<file path="config.mk">
export PLATFORM = sky130hd
export DESIGN_NAME = breath_led_array
export DESIGN_NICKNAME = d
export VERILOG_FILES = /design/src/rtl/breath_led_pkg.sv /design/src/rtl/breath_tri.sv /design/src/rtl/breath_led_array.sv
export SDC_FILE = /design/constraint.sdc
export NUM_CORES = 1
export LEC_CHECK = 0
export ABC_AREA = 1
export BUFFER_PORTS_ARGS = -buffer_cell sky130_fd_sc_hd__buf_4
export CORE_MARGIN = 8
export CORE_UTILIZATION = 28
export DETAILED_ROUTE_END_ITERATION = 8
export SYNTH_ARGS = -nofsm -noshare
export SYNTH_HDL_FRONTEND = slang
export SYNTH_SLANG_ARGS = --single-unit
</file>
<file path="constraint.sdc">
create_clock -name clk -period 3.15 [get_ports clk]
set_input_delay 0.63 -clock clk [delete_from_list [all_inputs] [get_ports clk]]
set_output_delay 0.63 -clock clk [all_outputs]
set_load 0.01 [all_outputs]
</file>
<file path="src/rtl/breath_led_pkg.sv">
// Shared definitions for the breathing LED array.
// Holds the 2-bit mode encoding that is used on the mode port and in the
// internal mode latch.
package breath_led_pkg;

   typedef enum logic [1:0] {
      MODE_OFF     = 2'd0,
      MODE_BREATHE = 2'd1,
      MODE_SOLID   = 2'd2,
      MODE_CHASE   = 2'd3
   } mode_t;

endpackage

</file>
<file path="src/rtl/breath_tri.sv">
// Combinational phase-to-duty triangle mapper.
// Ports:
//   phase : breathing phase, 0..2*MAX-1
//   duty  : PWM duty, rises 0..MAX over the first half of the phase range
//           and falls back toward 0 over the second half
module breath_tri #(
   parameter int PWM_BITS = 8
) (
   input  logic [PWM_BITS:0]   phase,
   output logic [PWM_BITS-1:0] duty
);

   localparam int MAX       = (1 << PWM_BITS) - 1;
   localparam int TWO_MAX_I = 2 * MAX;
   localparam logic [PWM_BITS:0] MAX_V     = MAX[PWM_BITS:0];
   localparam logic [PWM_BITS:0] TWO_MAX_V = TWO_MAX_I[PWM_BITS:0];

   logic [PWM_BITS:0] refl;

   always_comb begin
      refl = TWO_MAX_V - phase;
      if (phase <= MAX_V) duty = phase[PWM_BITS-1:0];
      else                duty = refl[PWM_BITS-1:0];
   end

endmodule

</file>
<file path="src/rtl/breath_led_array.sv">
// Breathing / chasing LED driver for CHANNELS outputs.
// A shared PWM counter, step counter and phase accumulator feed one
// triangle mapper per channel; led is registered from the PWM compare.
// Ports:
//   clk        : system clock, rising edge
//   rst        : synchronous active-high reset
//   enable     : 1 = run, 0 = freeze counters and force LEDs off
//   mode       : 0 OFF, 1 BREATHE, 2 SOLID, 3 CHASE (latched at period end)
//   led        : registered LED drive, 1 = on
//   cycle_done : one-clock pulse when the phase accumulator wraps
module breath_led_array
   import breath_led_pkg::*;
#(
   parameter int CHANNELS     = 4,
   parameter int PWM_BITS     = 8,
   parameter int STEP_PERIODS = 196,
   parameter int PHASE_OFS    = 128
) (
   input  logic                clk,
   input  logic                rst,
   input  logic                enable,
   input  logic [1:0]          mode,
   output logic [CHANNELS-1:0] led,
   output logic                cycle_done
);

   localparam int MAX       = (1 << PWM_BITS) - 1;
   localparam int PH_W      = PWM_BITS + 1;
   localparam int CW        = PWM_BITS + 6;
   localparam int SC_W      = (STEP_PERIODS > 1) ? $clog2(STEP_PERIODS) : 1;
   localparam int MAX_M1    = MAX - 1;
   localparam int SC_LAST_I = STEP_PERIODS - 1;
   localparam int PH_LAST_I = 2 * MAX - 1;
   localparam int TWO_MAX_I = 2 * MAX;

   localparam logic [PWM_BITS-1:0] PWM_LAST  = MAX_M1[PWM_BITS-1:0];
   localparam logic [SC_W-1:0]     SC_LAST   = SC_LAST_I[SC_W-1:0];
   localparam logic [PH_W-1:0]     PH_LAST   = PH_LAST_I[PH_W-1:0];
   localparam logic [CW-1:0]       TWO_MAX_W = TWO_MAX_I[CW-1:0];

   if (CHANNELS < 1 || CHANNELS > 32 || PWM_BITS < 2 || PWM_BITS > 16 ||
       STEP_PERIODS < 1 || PHASE_OFS < 0 || PHASE_OFS >= 2 * MAX) begin : g_param_err
      $error("breath_led_array: illegal parameter combination");
   end

   logic [PWM_BITS-1:0] pwm_cnt;
   logic [SC_W-1:0]     sc;
   logic [PH_W-1:0]     ph;
   mode_t               mode_q;
   logic [CHANNELS-1:0] c;

   logic period_end;
   logic step_end;
   logic ph_wrap;

   assign period_end = (pwm_cnt == PWM_LAST);
   assign step_end   = period_end && (sc == SC_LAST);
   assign ph_wrap    = step_end && (ph == PH_LAST);

   always_ff @(posedge clk) begin
      if (rst) begin
         pwm_cnt    <= '0;
         sc         <= '0;
         ph         <= '0;
         mode_q     <= MODE_OFF;
         led        <= '0;
         cycle_done <= 1'b0;
      end else if (!enable) begin
         led        <= '0;
         cycle_done <= 1'b0;
      end else begin
         led        <= c;
         cycle_done <= ph_wrap;
         if (period_end) begin
            pwm_cnt <= '0;
            // Mode only changes on a period boundary so a running pulse is never cut short.
            mode_q  <= mode_t'(mode);
            if (step_end) begin
               sc <= '0;
               ph <= (ph == PH_LAST) ? '0 : ph + 1'b1;
            end else begin
               sc <= sc + 1'b1;
            end
         end else begin
            pwm_cnt <= pwm_cnt + 1'b1;
         end
      end
   end

   for (genvar k = 0; k < CHANNELS; k++) begin : g_ch
      // Per-channel offset folded into 0..2*MAX-1 at elaboration, so one
      // conditional subtract is enough to wrap ph + offset at run time.
      localparam int OFS_I = (k * PHASE_OFS) % (2 * MAX);
      localparam logic [CW-1:0] OFS_W = OFS_I[CW-1:0];

      logic [CW-1:0]       sum_k;
      logic [PH_W-1:0]     phase_k;
      logic [PWM_BITS-1:0] duty_k;

      assign sum_k   = {{(CW-PH_W){1'b0}}, ph} + OFS_W;
      assign phase_k = (mode_q == MODE_CHASE)
                       ? PH_W'((sum_k >= TWO_MAX_W) ? (sum_k - TWO_MAX_W) : sum_k)
                       : ph;

      breath_tri #(.PWM_BITS(PWM_BITS)) u_tri (
         .phase (phase_k),
         .duty  (duty_k)
      );

      assign c[k] = (mode_q == MODE_SOLID) ||
                    (((mode_q == MODE_BREATHE) || (mode_q == MODE_CHASE)) && (pwm_cnt < duty_k));
   end

endmodule

</file>
==> results by group <==
Yosys
  • Synth Flop Type: dfxtp_1
  • Async set-reset flop share out of synthesis: 0%
  • Post-synth EDFFs: 0
  • Yosys cell types: 45
  • Synth warnings: 0
  • Post-Syn Instances: 619
  • Mapped cell area: 3990 sq um
  • Ranking of synthesized cells by area: dfxtp_1, nand2_1, ha_1, nand3_1, inv_1
  • Syn_nets: 670
  • Avg Synthesized Cell Area: 6.45 sq um
  • Synth Register Bits: 32
  • Register area share after synthesis: 16.0%
  • Share of the synthesized area in the top cell type: 16.0%
  • Largest area contributor in the netlist: dfxtp_1

Cells and area
  • ANT cells: 0
  • Share of cells above drive strength 1: 24.6%
  • Final instance area: 5090 sq um
  • Layout Nets: 732
  • Reg area: 661 sq um
  • Area Overhead vs Synth: 27.5%
  • FILL cells: 1466
  • Area of the multi-input gates: 3230 sq um

Timing
  • Pins Over Slew Limit: 0
  • Final setup vio count: 0
  • WHS: 0.495 ns
  • Final hold vios: 0
  • Final period util: 93.6%
  • Fin crit period: 2.95 ns
  • Slew HR: 68.2%
  • F_max: 339 MHz
  • Least-Margin Pin Slew: 0.474 ns
  • Clock Skew: 0.00540 ns

Critical path
  • Cells along the critical path: inv_4 -> ha_4 -> nand2_2 -> nor2_2 -> a21oi_2 -> buf_4 -> a21oi_4 -> nand2_2 -> and2_4 -> ha_4 -> nor2_4 -> nand3_2 -> nand3b_1 -> nand2_1 -> ha_1 -> inv_1 -> nor2_1 -> o211ai_1 -> nand2_1 -> nand4_1 -> o2111ai_2 -> a21oi_1
  • Worst Path Required: 3.36 ns
  • Worst path max stage delay: 0.37 ns
  • Highest-delay cell along the critical path: dfxtp_4
  • Worst Path Buf+Inv: 3
  • Register-to-register setup slack: 0.20 ns
  • Top delay family on crit path: simple AND/OR/NAND/NOR gates
  • CP Launch Type: flop
  • Crit Path Class: reg -> reg
  • Critical Path AT: 3.16 ns
  • Worst Path Max Fanout: 4
  • Critical path endpoint category: flop

Place
  • Post-DP HPWL: 8600 microns
  • Placed inst area: 4420 sq um
  • Port Buf Inserts: 9
  • Routability Congestion: 0.846

Power and ir drop
  • Final Power: 0.00101 W
  • P_leak: 2.32 nW
  • PwrDens: 198 nW/um^2
  • IR drop worst, VDD: 0.000155 V

Route
  • Starting DRT DRC Count: 249
  • Drt first pass iters: 5
  • Routed wire per std cell: 13.1 microns
  • Final WL: 11300 microns
  • WL met2: 5450 microns
  • Post-route DRC: 0
  • M1 WL: 5360 microns
  • Met3 Wirelength: 233 microns
  • Top Layer Used: met4
  • Post-DRT Antenna Nets: 0
  • Via count: 4127
  • DR vias/cell: 4.79

Global routing
  • Vias in the first global route: 3645
  • GRT Total Usage: 11.9%
  • Largest net degree at the start of global routing: 17
  • First-pass GRT wire length: 17900 microns
  • Initial antenna violation count: 0
  • Grt ovf: 0

Clocking
  • Root buffer cell: clkbuf_16
  • Clock Latency Late Sink: 0.28 ns
  • Clock buffer depth: 2
  • Clock transition at the registers of the reported paths: 0.06 ns
  • CTS buffer count: 5
  • Clock sinks: 32
  • H-tree level count: 2
  • CTS tree: built

Hold path
  • Hold Path Class: reg -> reg

Die
  • Die ar.: 18300 sq um
  • Die span in y: 135 microns
  • Die Span X: 135 microns
  • Standard-cell rows: 43
  • Initial Util: 28.8%
  • IO Count: 10
  • Core footprint: 13900 sq um

Job
  • Max-cap violations: 0

Outcome
  • Status: finished, final reports clean
## power by group
| part | leakage [nW] | internal, W | total (W) | switching (W) |
|---|---|---|---|---|
| Clock | 0.0808 | 0.000372 | 0.000554 | 0.000182 |
| Sequential | 0.263 | 0.000404 | 0.000410 | 0.00000606 |
| Combinational | 1.98 | 0.0000184 | 0.0000444 | 0.0000260 |
## flip-flops by register name, summed over array words and instances, names as in the netlist
signal      flops
cycle_done      1
led             4
mode_q          2
ph              9
pwm_cnt         8
sc              8
## final cells by class
cell class,instances,share of cell area (%)
multi-input cells,501,63.4
inverters,75,5.78
clock buffers,6,2.53
repair buffers,66,10.2
flip-flops and latches,32,13.0
well taps,180,4.43
clock inverters,2,0.688
## cell usage after synthesis, types with 4 or more instances
cell,instances
nand2_1,159
inv_2,8
o2111ai_1,5
nor3_1,8
o21ai_1,4
a21oi_1,31
ha_1,46
nand4_1,14
nand3_2,6
inv_1,66
o211ai_1,4
nor2_1,60
nor2_2,4
dfxtp_1,32
xor2_1,19
buf_2,4
xnor2_1,5
nand3b_1,4
nand3_1,71
nand2_2,14
o21ai_0,16
## routing by layer
metal | GRT usage, % | up-vias
met5 | 0 | -
met4 | 3.27 | 0
met3 | 1.63 | 24
met2 | 19.7 | 51
met1 | 15.8 | 1876
li1 | - | 2176
## metrics by stage
step | util [%] | TNS [ns] | worst slack, ns | cells
5_1_grt | 36.7 | -0.0793 | -0.0398 | 862
3_3_place_gp | 31.9 | 0 | 0.132 | 826
3_5_place_dp | 31.9 | 0 | 0.0873 | 826
6_report | 36.7 | 0 | 0.203 | 862
2_1_floorplan | - | 0 | 0.0849 | 619
4_1_cts | 33.0 | 0 | 0.0639 | 834
## cells by family after synthesis
kind of cell	synth area share, %
xor gates and xnor gates	5.67
DFF	16.0
buffers and inverters	9.18
AOI/OAI and AO/OA	11.6
and+or+nand+nor	43.1
adders and majority gates	14.4
## cells in the final DEF (no fill, tap or decap), types with 2 or more instances in the layout
cell	netlist	final
clkbuf_16	0	5
nand3_4	1	4
xor2_1	19	17
inv_1	66	64
inv_4	0	3
a21oi_2	2	2
nor2_1	60	55
nand3_1	71	67
nand2_4	2	6
buf_6	3	4
ha_4	0	4
nand3_2	6	7
xnor2_1	5	5
nand2_1	159	146
dfxtp_1	32	24
dfxtp_4	0	4
o2111ai_1	5	4
o21ai_1	4	4
nor2_4	2	6
ha_1	46	41
nor2_2	4	5
nand3b_1	4	4
dfxtp_2	0	4
xor2_2	1	2
nor3b_1	2	2
nand4_1	14	14
o211ai_1	4	4
nand2_2	14	23
nor2_8	2	2
nor3_2	2	2
a21oi_1	31	30
o21bai_1	2	2
inv_2	8	7
nor3_1	8	8
o21ai_0	16	16
o21ai_4	0	2
nand4_4	2	2
a21oi_4	2	3
buf_4	3	61
## worst paths after layout
| path | startpoint | end | cells past startpoint |
|---|---|---|---|
| setup / recovery | ph[7]$_SDFFE_PP0P_ | led[1]$_SDFF_PP0_ | 22 |
| hold / removal | sc[7]$_SDFFE_PP0P_ | sc[7]$_SDFFE_PP0P_ | 1 |
| setup reg to reg | ph[7]$_SDFFE_PP0P_ | led[1]$_SDFF_PP0_ | 22 |
| hold reg to reg | sc[7]$_SDFFE_PP0P_ | sc[7]$_SDFFE_PP0P_ | 1 |
## what timing repair did
item / CTS / global route
hold buffers: 0 / 0
endpoints found under the hold margin: 0 / 0
setup buffers: 0 / 28
setup endpoints to repair: 0 / 4
gates resized for setup: 0 / 73
No activity file was read; power rests on OpenSTA's default activity.
